[src/rtl/adc_idelay_pkg.sv]
// rtl/adc_idelay_pkg.sv - shared constants and FSM state type for the IDELAY tap-load sequencer
package adc_idelay_pkg;

    localparam int N_ADC       = 4;
    localparam int TAP_W       = 5;
    localparam int SEL_W       = 17;
    localparam int IDX_W       = 2;
    // delay_sel bits 15..0 pick data lines, bit 16 picks the ADC clock line
    localparam int SEL_CLK_BIT = 16;

    typedef enum logic [2:0] {
        IDLE,
        CHK_RDY,
        DRIVE,
        LOAD,
        SETTLE,
        VERIFY,
        RESP
    } seq_state_t;

    function automatic int max3(input int a, input int b, input int c);
        int m;
        m = (a > b) ? a : b;
        return (m > c) ? m : c;
    endfunction

endpackage

[src/rtl/adc_idelay_load_sequencer_if.sv]
// rtl/adc_idelay_load_sequencer_if.sv - requester-side request/ack bus of the IDELAY sequencer
interface adc_idelay_load_sequencer_if;
    import adc_idelay_pkg::*;

    logic [N_ADC-1:0]       req;
    logic [N_ADC*TAP_W-1:0] req_tap;
    logic [N_ADC*SEL_W-1:0] req_sel;
    logic [N_ADC-1:0]       ack;
    logic [N_ADC-1:0]       err;

    modport master (output req, req_tap, req_sel, input ack, err);
    modport slave  (input req, req_tap, req_sel, output ack, err);

endinterface

[src/rtl/adc_idelay_rr_arbiter.sv]
// rtl/adc_idelay_rr_arbiter.sv - combinational round-robin grant: lowest requesting index at or after ptr
module adc_idelay_rr_arbiter
    import adc_idelay_pkg::*;
(
    input  logic [N_ADC-1:0] req,
    input  logic [IDX_W-1:0] ptr,
    output logic             gnt_valid,
    output logic [N_ADC-1:0] gnt_oh,
    output logic [IDX_W-1:0] gnt_idx
);

    logic [IDX_W-1:0] idx;

    always_comb begin
        gnt_valid = 1'b0;
        gnt_oh    = '0;
        gnt_idx   = '0;
        idx       = '0;
        for (int k = 0; k < N_ADC; k++) begin
            // N_ADC is a power of two, so the add wraps 3 -> 0 naturally
            idx = ptr + IDX_W'(k);
            if (!gnt_valid && req[idx]) begin
                gnt_valid   = 1'b1;
                gnt_idx     = idx;
                gnt_oh[idx] = 1'b1;
            end
        end
    end

endmodule

[src/rtl/adc_idelay_load_sequencer.sv]
// rtl/adc_idelay_load_sequencer.sv - shares the four ADC IDELAY tap-load ports between four requesters
// Optional readback compare in VERIFY: define IDELAY_SEQ_READBACK_CHECK_EN.
module adc_idelay_load_sequencer
    import adc_idelay_pkg::*;
#(
    parameter int SETUP_CYC  = 2,
    parameter int SETTLE_CYC = 8,
    parameter int RDY_TMO    = 1023
) (
    input  logic                        sys_clk,
    input  logic                        rst_n,
    adc_idelay_load_sequencer_if.slave  req_bus,
    output logic                        busy,
    output logic [N_ADC*TAP_W-1:0]      delay_reg,
    output logic [N_ADC*SEL_W-1:0]      delay_sel,
    output logic [N_ADC-1:0]            delay_load,
    input  logic [N_ADC-1:0]            delay_rdy,
    input  logic [N_ADC*TAP_W-1:0]      delay_reg_read
);

    localparam int CNT_W = $clog2(max3(SETUP_CYC, SETTLE_CYC, RDY_TMO) + 1);

    seq_state_t       state_q, state_d;
    logic [CNT_W-1:0] cnt_q, cnt_d;
    logic [IDX_W-1:0] ptr_q;
    logic [IDX_W-1:0] gidx_q;
    logic [N_ADC-1:0] goh_q;
    logic [TAP_W-1:0] tap_q;
    logic [SEL_W-1:0] sel_q;
    logic [N_ADC-1:0] ack_q, err_q;
    logic             err_d;

    logic             arb_valid;
    logic [N_ADC-1:0] arb_oh;
    logic [IDX_W-1:0] arb_idx;

    adc_idelay_rr_arbiter u_arb (
        .req       (req_bus.req),
        .ptr       (ptr_q),
        .gnt_valid (arb_valid),
        .gnt_oh    (arb_oh),
        .gnt_idx   (arb_idx)
    );

`ifdef IDELAY_SEQ_READBACK_CHECK_EN
    logic [TAP_W-1:0] rb_tap;
    assign rb_tap = delay_reg_read[gidx_q*TAP_W +: TAP_W];
`else
    logic unused_rb;
    assign unused_rb = ^delay_reg_read;
`endif

    always_comb begin
        state_d = state_q;
        cnt_d   = cnt_q;
        err_d   = 1'b0;
        case (state_q)
            IDLE: begin
                cnt_d = '0;
                if (arb_valid) state_d = CHK_RDY;
            end
            CHK_RDY: begin
                if (delay_rdy[gidx_q]) begin
                    state_d = DRIVE;
                    cnt_d   = '0;
                end else if (cnt_q == CNT_W'(RDY_TMO - 1)) begin
                    // timeout skips the load entirely and reports straight away
                    state_d = RESP;
                    err_d   = 1'b1;
                    cnt_d   = '0;
                end else begin
                    cnt_d = cnt_q + 1'b1;
                end
            end
            DRIVE: begin
                if (cnt_q == CNT_W'(SETUP_CYC - 1)) begin
                    state_d = LOAD;
                    cnt_d   = '0;
                end else begin
                    cnt_d = cnt_q + 1'b1;
                end
            end
            LOAD: state_d = SETTLE;
            SETTLE: begin
                if (cnt_q == CNT_W'(SETTLE_CYC - 1)) begin
                    state_d = VERIFY;
                    cnt_d   = '0;
                end else begin
                    cnt_d = cnt_q + 1'b1;
                end
            end
            VERIFY: begin
                state_d = RESP;
`ifdef IDELAY_SEQ_READBACK_CHECK_EN
                err_d = (rb_tap != tap_q);
`endif
            end
            RESP:    state_d = IDLE;
            default: state_d = IDLE;
        endcase
    end

    always_ff @(posedge sys_clk) begin
        if (!rst_n) begin
            state_q    <= IDLE;
            cnt_q      <= '0;
            ptr_q      <= '0;
            gidx_q     <= '0;
            goh_q      <= '0;
            tap_q      <= '0;
            sel_q      <= '0;
            ack_q      <= '0;
            err_q      <= '0;
            delay_reg  <= '0;
            delay_sel  <= '0;
            delay_load <= '0;
        end else begin
            state_q <= state_d;
            cnt_q   <= cnt_d;
            if (state_q == IDLE && arb_valid) begin
                gidx_q <= arb_idx;
                goh_q  <= arb_oh;
                tap_q  <= req_bus.req_tap[arb_idx*TAP_W +: TAP_W];
                sel_q  <= req_bus.req_sel[arb_idx*SEL_W +: SEL_W];
            end
            // only the granted slice changes; the other ADCs keep their last setting
            if (state_q == CHK_RDY && state_d == DRIVE) begin
                delay_reg[gidx_q*TAP_W +: TAP_W] <= tap_q;
                delay_sel[gidx_q*SEL_W +: SEL_W] <= sel_q;
            end
            delay_load <= (state_d == LOAD) ? goh_q : '0;
            ack_q      <= (state_d == RESP) ? goh_q : '0;
            err_q      <= (state_d == RESP && err_d) ? goh_q : '0;
            if (state_q == RESP) ptr_q <= gidx_q + 1'b1;
        end
    end

    assign busy        = (state_q != IDLE);
    assign req_bus.ack = ack_q;
    assign req_bus.err = err_q;

endmodule

[src/flat_wrapper.sv]
// flat-port wrapper written by rule: the top's interface ports become plain ports
module adc_idelay_load_sequencer_flat import adc_idelay_pkg::*;
#(
    parameter int SETUP_CYC  = 2,
    parameter int SETTLE_CYC = 8,
    parameter int RDY_TMO    = 1023
)
  (sys_clk, rst_n, busy, delay_reg, delay_sel, delay_load, delay_rdy, delay_reg_read, req_bus_req, req_bus_req_tap, req_bus_req_sel, req_bus_ack, req_bus_err);
  adc_idelay_load_sequencer_if req_bus_i ();
  input  logic sys_clk;
  input  logic rst_n;
  output logic busy;
  output logic [N_ADC*TAP_W-1:0] delay_reg;
  output logic [N_ADC*SEL_W-1:0] delay_sel;
  output logic [N_ADC-1:0] delay_load;
  input  logic [N_ADC-1:0] delay_rdy;
  input  logic [N_ADC*TAP_W-1:0] delay_reg_read;
  input wire logic [$bits(req_bus_i.req)-1:0] req_bus_req;
  input wire logic [$bits(req_bus_i.req_tap)-1:0] req_bus_req_tap;
  input wire logic [$bits(req_bus_i.req_sel)-1:0] req_bus_req_sel;
  output wire logic [$bits(req_bus_i.ack)-1:0] req_bus_ack;
  output wire logic [$bits(req_bus_i.err)-1:0] req_bus_err;
  assign req_bus_i.req = req_bus_req;
  assign req_bus_i.req_tap = req_bus_req_tap;
  assign req_bus_i.req_sel = req_bus_req_sel;
  assign req_bus_ack = req_bus_i.ack;
  assign req_bus_err = req_bus_i.err;
  adc_idelay_load_sequencer #(.SETUP_CYC(SETUP_CYC), .SETTLE_CYC(SETTLE_CYC), .RDY_TMO(RDY_TMO)) u_core (.sys_clk(sys_clk), .rst_n(rst_n), .req_bus(req_bus_i), .busy(busy), .delay_reg(delay_reg), .delay_sel(delay_sel), .delay_load(delay_load), .delay_rdy(delay_rdy), .delay_reg_read(delay_reg_read));
endmodule
[config.mk]
export PLATFORM = sky130hd
export DESIGN_NAME = adc_idelay_load_sequencer_flat
export DESIGN_NICKNAME = d
export VERILOG_FILES = /design/src/rtl/adc_idelay_pkg.sv /design/src/rtl/adc_idelay_load_sequencer_if.sv /design/src/rtl/adc_idelay_rr_arbiter.sv /design/src/rtl/adc_idelay_load_sequencer.sv /design/src/flat_wrapper.sv
export SDC_FILE = /design/constraint.sdc
export NUM_CORES = 1
export LEC_CHECK = 0
export CELL_PAD_IN_SITES_DETAIL_PLACEMENT = 0
export CELL_PAD_IN_SITES_GLOBAL_PLACEMENT = 1
export CORE_ASPECT_RATIO = 1.2
export CORE_UTILIZATION = 36
export CTS_CLUSTER_DIAMETER = 30
export DETAILED_ROUTE_END_ITERATION = 16
export HOLD_SLACK_MARGIN = 0.08
export PLACE_DENSITY = 0.84
export SLEW_MARGIN = 5
export SYNTH_ARGS = -nofsm -noshare
export SYNTH_HDL_FRONTEND = slang
export SYNTH_SLANG_ARGS = --single-unit
[constraint.sdc]
create_clock -name sys_clk -period 4.8 [get_ports sys_clk]
set_input_delay 0.96 -clock sys_clk [delete_from_list [all_inputs] [get_ports sys_clk]]
set_output_delay 0.96 -clock sys_clk [all_outputs]
set_load 0.01 [all_outputs]
* Yosys cells after proc, flatten, opt, wreduce, memory -nomap -nowiden
Cells that the tools add are included.
Storage, ports and cells: register bits after elaboration 143, bits of input ports 118, output and inout bits 101, word-level logic and storage cells 118
Cells by class: add/subtract/negate cells 7, $mul 4, order comparisons 9, eq/ne operators 12, shift-type cells 6, mux-type cells 46, bitwise gates (word level) 3, reduce and logical (&&, ||, !) cells 19
Operators by type and width (number):
- 68-bit bitwise mux | 1
- 17-bit by 34-bit variable shift with 68-bit output, first input constant | 1
- 17-bit by 34-bit indexed part select with 68-bit output | 1
- 68-bit by 8-bit indexed part select with 17-bit output | 1
- 10-bit two-way mux | 4
- 10-bit one-hot mux with 4 select lines | 1
- 5-bit negation with 34-bit output | 1
- 7-bit negation with 34-bit output | 1
- 5-bit by 34-bit variable shift with 20-bit output, first input constant | 1
- 5-bit by 34-bit indexed part select with 20-bit output | 1
- 20-bit bitwise mux | 1
- 20-bit by 6-bit indexed part select with 5-bit output | 1
- 3-bit one-hot mux with 6 select lines | 1
- 1-bit two-way mux | 16
- 4-bit two-way mux | 4
- 2-bit by 3-bit < comparator with 1-bit output, second input constant | 5
- 3-bit two-way mux | 5
- 2-bit by 5-bit multiplier with 7-bit output, second input constant | 2
- 3-bit by 2-bit == test with 1-bit output, second input constant | 4
- 3-bit == test, second input constant | 4
- 4-bit OR | 3
- 10-bit by 1-bit adder with 10-bit output, second input constant | 1
- 1-bit binary-select mux with 2-bit select | 5
- 10-bit by 1-bit == test with 1-bit output, second input constant | 1
- 15 further kinds | 40

* Longest topological paths before layout
Gate-level depths: netlist of run 1.
word-level depth 17, mapped depth 13, gate-level depth less buffers 8

* Hierarchy
From an unflattened synthesis of run 1, not the netlist that was laid out.
Unflattened totals: cell total of the unflattened synthesis 734, area total of the unflattened synthesis 6961.7 um^2
Modules (own cells, without submodules):
- adc_idelay_load_sequencer | instances 1, cells each 689, area each 6540.0 um^2
- adc_idelay_rr_arbiter | instances 1, cells each 45, area each 421.7 um^2

* Worst setup path before layout of run 1
Ideal clock, no wire load.
path kind register to register, start point register u_core.ptr_q[0], end point register u_core.sel_q[0], setup time 128 ps, arrival 2768 ps, data required time 4672 ps, slack 1904 ps, cell stages (with the launch flop) 13, path buffers 5, cells stage by stage dfxtp_1 buf_2 buf_2 inv_1 ha_1 buf_6 mux4_2 nand2b_1 buf_6 a31oi_4 buf_6 mux2i_1 o21ai_1
On the way: longest elaborated chain between the ends 14
RTL lines:
- from (decl) | line adc_idelay_load_sequencer.sv:25 | logic [IDX_W-1:0] ptr_q;
- from (signal assigned) | line adc_idelay_load_sequencer.sv:134 | if (state_q == RESP) ptr_q <= gidx_q + 1'b1;
- parallel branches: the longest is 14 deep, another holds 2-bit by 5-bit multiplier with 7-bit output
- to (signal assigned) | line adc_idelay_load_sequencer.sv:124 | sel_q <= req_bus.req_sel[arb_idx*SEL_W +: SEL_W];
- to (decl) | line adc_idelay_load_sequencer.sv:29 | logic [SEL_W-1:0] sel_q;
Parallel ways; which one is timed is not known. The select of a mux whose other input is x is not followed. A chain may end at the register's enable or synchronous reset.

* Worst setup path after layout of run 1
start point register u_core.ptr_q[0], end point register u_core.sel_q[3]
The elaborated chain is that of the path after synthesis.

==> out/summary.txt, run 1 <==
EDFF count, synth = 0
Largest net degree at the start of global routing = 100
Prevailing post-synth register cell = dfxtp_1
Die width = 128 µm
Top cell type's share of synthesized area = 42.0%
TritonCTS Sinks = 143
Detailed Routing Iterations Pass 1 = 5
CP arrival = 3870 ps
Final Wtd Congestion = 0.859
First-pass GRT wire length = 35.5 mm
Syn. warnings = 0
F_max = 280 MHz
Vias per inst = 5.43
Post-place setup slack = 907 ps
Cells after Synth = 831
Largest area contributor in the netlist = dfxtp_1
Total track usage = 23.6%
Count leader, synth = dfxtp_1
Nets@finish = 1,122
Worst setup margin = 1230 ps
Max cap viols = 0
DR WL/cell = 18.2 µm
DRT Wirelength = 22.9 mm
Area contributors post-synth = dfxtp_1 (42%), nand3_1 (8.2%), a21oi_1 (7.8%)
CTS Buf Count = 17
Post-layout util = 52.1%
Post_cts resized = 0
Final worst path period need = 3570 ps
Slew margin rel. = 28.1%
Crit-path max FO = 26
Sequential Area = 2860 µm²
Full die area = 19,500 µm²
Clock latency on the worst-skew pair = 430 ps
Setup total negative slack = 0 ps
# fillers = 1,777
Post-synth ARST share = 0%
Vias in the first global route = 6,368
VDD IR max = 0.296 mV
Clock buffer depth = 2
Area growth, synth to finish = 40.5%
Detailed Place HPWL = 16.0 mm
Post-route DRC violation count = 0
Worst min-delay path category = reg -> reg
Worst path required time = 5110 ps
Initial antenna violation count = 1
Post-Syn Nets = 961
Min-delay src = u_core.delay_sel[50]
Setup crit end kind = flop
Post-synthesis area per instance = 8.20 µm²
Post-synthesis sequential area ratio = 42.0%
Cell Rows = 54
Detail Route Antenna Nets = 0
Outcome = finished clean
P per Cell Area = 337 nW/µm²
Netlist cell types = 48
Multi-input logic area = 3590 µm²
Top post-synthesis cells by count = dfxtp_1 (143), nand3_1 (112), a21oi_1 (106)
Setup CP Type = reg -> reg
Max reg flops = 68
CTS Hold Bufs = 0
Crit start category = flop
Top Ports = 219
P_leak = 3.11 nW
Die Ht = 153 µm
Vias = 6,832
Initial core utilization = 37.1%
I/O Buffers = 198
Critical Path Source = u_core.ptr_q[0]
CTS H-tree lvls = 4
Layout cells sized above 1 = 6.77%
TritonCTS clock tree = built
RSZ-0062 raised after global routing = false
DR iter-0 viols = 531
Gr ovfl total = 0
Core area = 18,400 µm²
Post-CTS Setup Inserts = 0
Final Slew Violations = 0
Clock Pin Slew Worst Setup and Hold Paths = 60 ps
FF+latch count, synth = 143
Fin. Hold Viols = 0
Clock skew = 7.48 ps
Root buffer cell = clkbuf_16
Final period util = 74.3%
Mapped Area = 6820 µm²
Final setup vio count = 0
Critical R2R Launch = u_core.ptr_q[0]
Slew @ Worst Pin = 1080 ps
routing by layer:
layer  GRT usage [%]  wire, µm  vias to the layer above
li1                -         -                     3355
met1            30.4      9790                     3190
met3            4.21      1260                       35
met4            8.74       581                        0
met5               0         0                        -
met2            39.3     11300                      252
cell usage in the layout (no fill, tap or decap), types with 11 or more instances in the layout:
cell type        netlist  layout
buf_4                  0      18
nor2_1                32      32
clkbuf_16              0      17
ha_1                  12      12
a21oi_1              106     106
mux2i_1               25      25
a31oi_1               21      21
nand2_1              100     100
o21ai_1               23      23
nand3_1              112     112
a221oi_1              25      25
o21ai_0               11      11
and2_1                21      21
nand4_1               26      26
inv_1                 13      13
clkdlybuf4s50_1        0     198
o211ai_1              22      22
dfxtp_1              143     142
worst max-delay path: stages (launching register included):
cell	delay (ps)
dfxtp_2	650
inv_1	160
ha_1	500
mux4_2	650
nand2b_1	440
a31oi_4	290
buf_4	280
mux2i_1	370
o21ai_1	90
cell type report:
type	instances	share of cell area, %
sequential	143	29.9
timing repair buffer	216	22.1
clock inverter	14	2.10
antenna	1	0.0261
clock buffer	18	4.59
tap	252	3.29
multi-input combinational	600	37.4
inverter	14	0.549
kinds of logic after synthesis:
| logic type | Yosys count | synth area share [%] |
|---|---|---|
| flip-flops | 143 | 42.0 |
| XOR/XNOR | 5 | 0.643 |
| AND/OR/NAND/NOR | 320 | 22.7 |
| AO/OA/AOI/OAI | 231 | 21.1 |
| buffers and inverters | 88 | 5.80 |
| multiplexers | 32 | 5.52 |
| adder cells (fa/ha/maj) | 12 | 2.20 |
per-stage QoR:
step,cells,instance area [µm²],hold WS [ps],total power [mW]
3_3_place_gp,1225,8930,437,1.81
6_report,1258,9580,450,3.23
2_1_floorplan,831,6820,453,1.57
4_1_cts,1257,9580,451,3.25
5_1_grt,1258,9580,466,3.34
3_5_place_dp,1225,8930,444,1.81
path summary, 6_finish.rpt:
kind | endpoint | slack, ps | cells after the start
worst min register to register | u_core.delay_sel[50] | 450 | 2
worst min-delay path | u_core.delay_sel[50] | 450 | 2
worst max-delay path | u_core.sel_q[3] | 1230 | 8
worst max register to register | u_core.sel_q[3] | 1230 | 8
where the power goes:
group	internal [mW]	switching (mW)
Combinational	0.194	0.254
Sequential	1.24	0.103
Clock	0.893	0.546
No activity file was read; power rests on OpenSTA's default activity.
==> run 2, diff against run 1 <==
Settings changed: CORE_UTILIZATION 36 to 30, PLACE_DENSITY 0.84 to 0.75.
Clock period 4.8 ns to 3 ns, I/O delays scaled along.
==> out/summary.txt, run 2 (synthesis gave the netlist of run 1 again) <==
Outcome = finished clean
Worst setup margin = 210 ps
Detailed Place HPWL = 17.2 mm
Initial core utilization = 30.5%
VDD IR max = 0.438 mV
TritonCTS clock tree = built
Crit-path most repeated cell = buf_4
Post-place setup slack = -369 ps
Gr ovfl total = 0
Clock Pin Slew Worst Setup and Hold Paths = 60 ps
CP arrival = 3090 ps
P per Cell Area = 543 nW/µm²
Final period util = 93.0%
WP buf/inv = 4
Largest net degree at the start of global routing = 100
Top Ports = 219
Final Slew Violations = 0
Setup crit end kind = flop
Slew margin rel. = 23.5%
Internal = 3.91 mW
Nets@finish = 1,152
Power Total = 5.40 mW
Placed instance area = 9240 µm²
Die Ht = 167 µm
CP cell instances = clkdlybuf4s50_1, buf_4, mux4_2, o21bai_4, buf_4, a21oi_1, a31oi_4, buf_12, mux2i_1, o21ai_1
CP max stage delay = 510 ps
Core area = 22,400 µm²
Slowest stage cell, crit path = mux4_2
Clock power frac = 45.6%
P_leak = 3.29 nW
Max cap viols = 0
Cell Rows = 60
Initial antenna violation count = 2
Area growth, synth to finish = 45.8%
Vias per inst = 5.34
TritonCTS Sinks = 143
Vias in the first global route = 6,580
Slew @ Worst Pin = 1150 ps
CTS H-tree lvls = 4
Top cell family by delay on the critical path = buffers and inverters
Total track usage = 21.1%
Fin. Hold Viols = 0
DR WL/cell = 18.7 µm
Clock latency on the worst-skew pair = 430 ps
Most frequent cells in the layout = clkdlybuf4s50_1 (198), dfxtp_1 (142), nand3_1 (112), a21oi_1 (106), nand2_1 (100)
Vias = 7,021
Most common cell after layout, fill and taps aside = clkdlybuf4s50_1
I/O Buffers = 198
Crit start category = input pin
Die width = 140 µm
F_max = 358 MHz
Sw frac = 27.6%
Final Instance Area = 9940 µm²
Crit-path max FO = 23
Clock buffer depth = 2
Detailed Routing Iterations Pass 1 = 7
Layout cells sized above 1 = 9.47%
Clock skew = 10.5 ps
RSZ-0062 raised after global routing = false
Power share of the sequential group = 39.8%
Setup CP Type = in -> reg
Final worst path period need = 2790 ps
Root buffer cell = clkbuf_16
Switch Pwr = 1.49 mW
Post-route DRC violation count = 0
Detail Route Antenna Nets = 0
CTS Hold Bufs = 0
Setup total negative slack = 0 ps
Final Wtd Congestion = 0.829
Final setup vio count = 0
Worst min-delay path category = reg -> reg
Full die area = 23,300 µm²
Combinational share of power = 14.6%
CTS Buf Count = 17
DRT Wirelength = 24.6 mm
Worst path required time = 3300 ps
DR iter-0 viols = 600
Max reg flops = 68
First-pass GRT wire length = 37.6 mm
-- run 2: cell count changes in the layout (fill, tap and decap cells not counted), sizes merged --
cell and change:
inv -2, clkbuf -1, clkinvlp +1, buf +30
bufinv +2
-- run 2: what timing repair did --
| item | CTS | global route |
|---|---|---|
| setup endpoints to repair | 5 | 24 |
| setup buffers | 0 | 0 |
| gates resized for setup | 1 | 1 |
-- run 2: worst paths after layout --
path / depth (start not counted) / start / slack, ps / to
setup reg to reg: 9 / u_core.ptr_q[1] / 240 / u_core.sel_q[5]
hold / removal: 2 / u_core.delay_sel[2] / 450 / u_core.delay_sel[2]
setup / recovery: 10 / req_bus_req[1] / 210 / u_core.tap_q[1]
hold reg to reg: 2 / u_core.delay_sel[2] / 450 / u_core.delay_sel[2]
-- run 2: area by class of cell --
cell class                 count  area (µm²)
clock buffer                  17         425
sequential                   143        2860
timing repair buffer         246        2390
multi-input combinational    600        3600
inverter                      14        52.6
clock inverter                15         258
antenna                        1        2.50
tap                          279         349
fill                        2243       12400
-- run 2: power by group through the flow --
stage / Clock [mW] / Combinational [mW] / Sequential [mW]
after global routing: 2.58 / 0.856 / 2.16
after detailed placement: 0 / 0.779 / 2.19
after floorplan: 0 / 0.418 / 2.10
after CTS: 2.49 / 0.786 / 2.15
final: 2.46 / 0.789 / 2.15
after global placement: 0 / 0.778 / 2.19
-- run 2: tightest hold or removal path, cell delays in order, from the launching register on --
cell and delay (ps):
dfxtp_1 310, nand2_1 50, a21oi_1 50
-- run 2: stage by stage --
stage / hold slack [ps] / instances / utilization, %
floorplan: 453 / 831 / -
global placement: 439 / 1282 / 41.3
detailed placement: 443 / 1282 / 41.3
CTS: 451 / 1314 / 44.4
global route: 472 / 1315 / 44.4
finish: 450 / 1315 / 44.4
-- run 2: routing by layer --
| layer | routed length [µm] | track usage [%] |
|---|---|---|
| met5 | 13 | 0 |
| met2 | 11700 | 34.8 |
| met4 | 734 | 8.84 |
| met1 | 10800 | 26.9 |
| met3 | 1380 | 4.00 |
==> run 3, diff against run 2 <==
Settings changed: SLEW_MARGIN 5 to default.
==> results of run 3 <==
No change in the layout: final DEF, timing and power equal those of run 2.
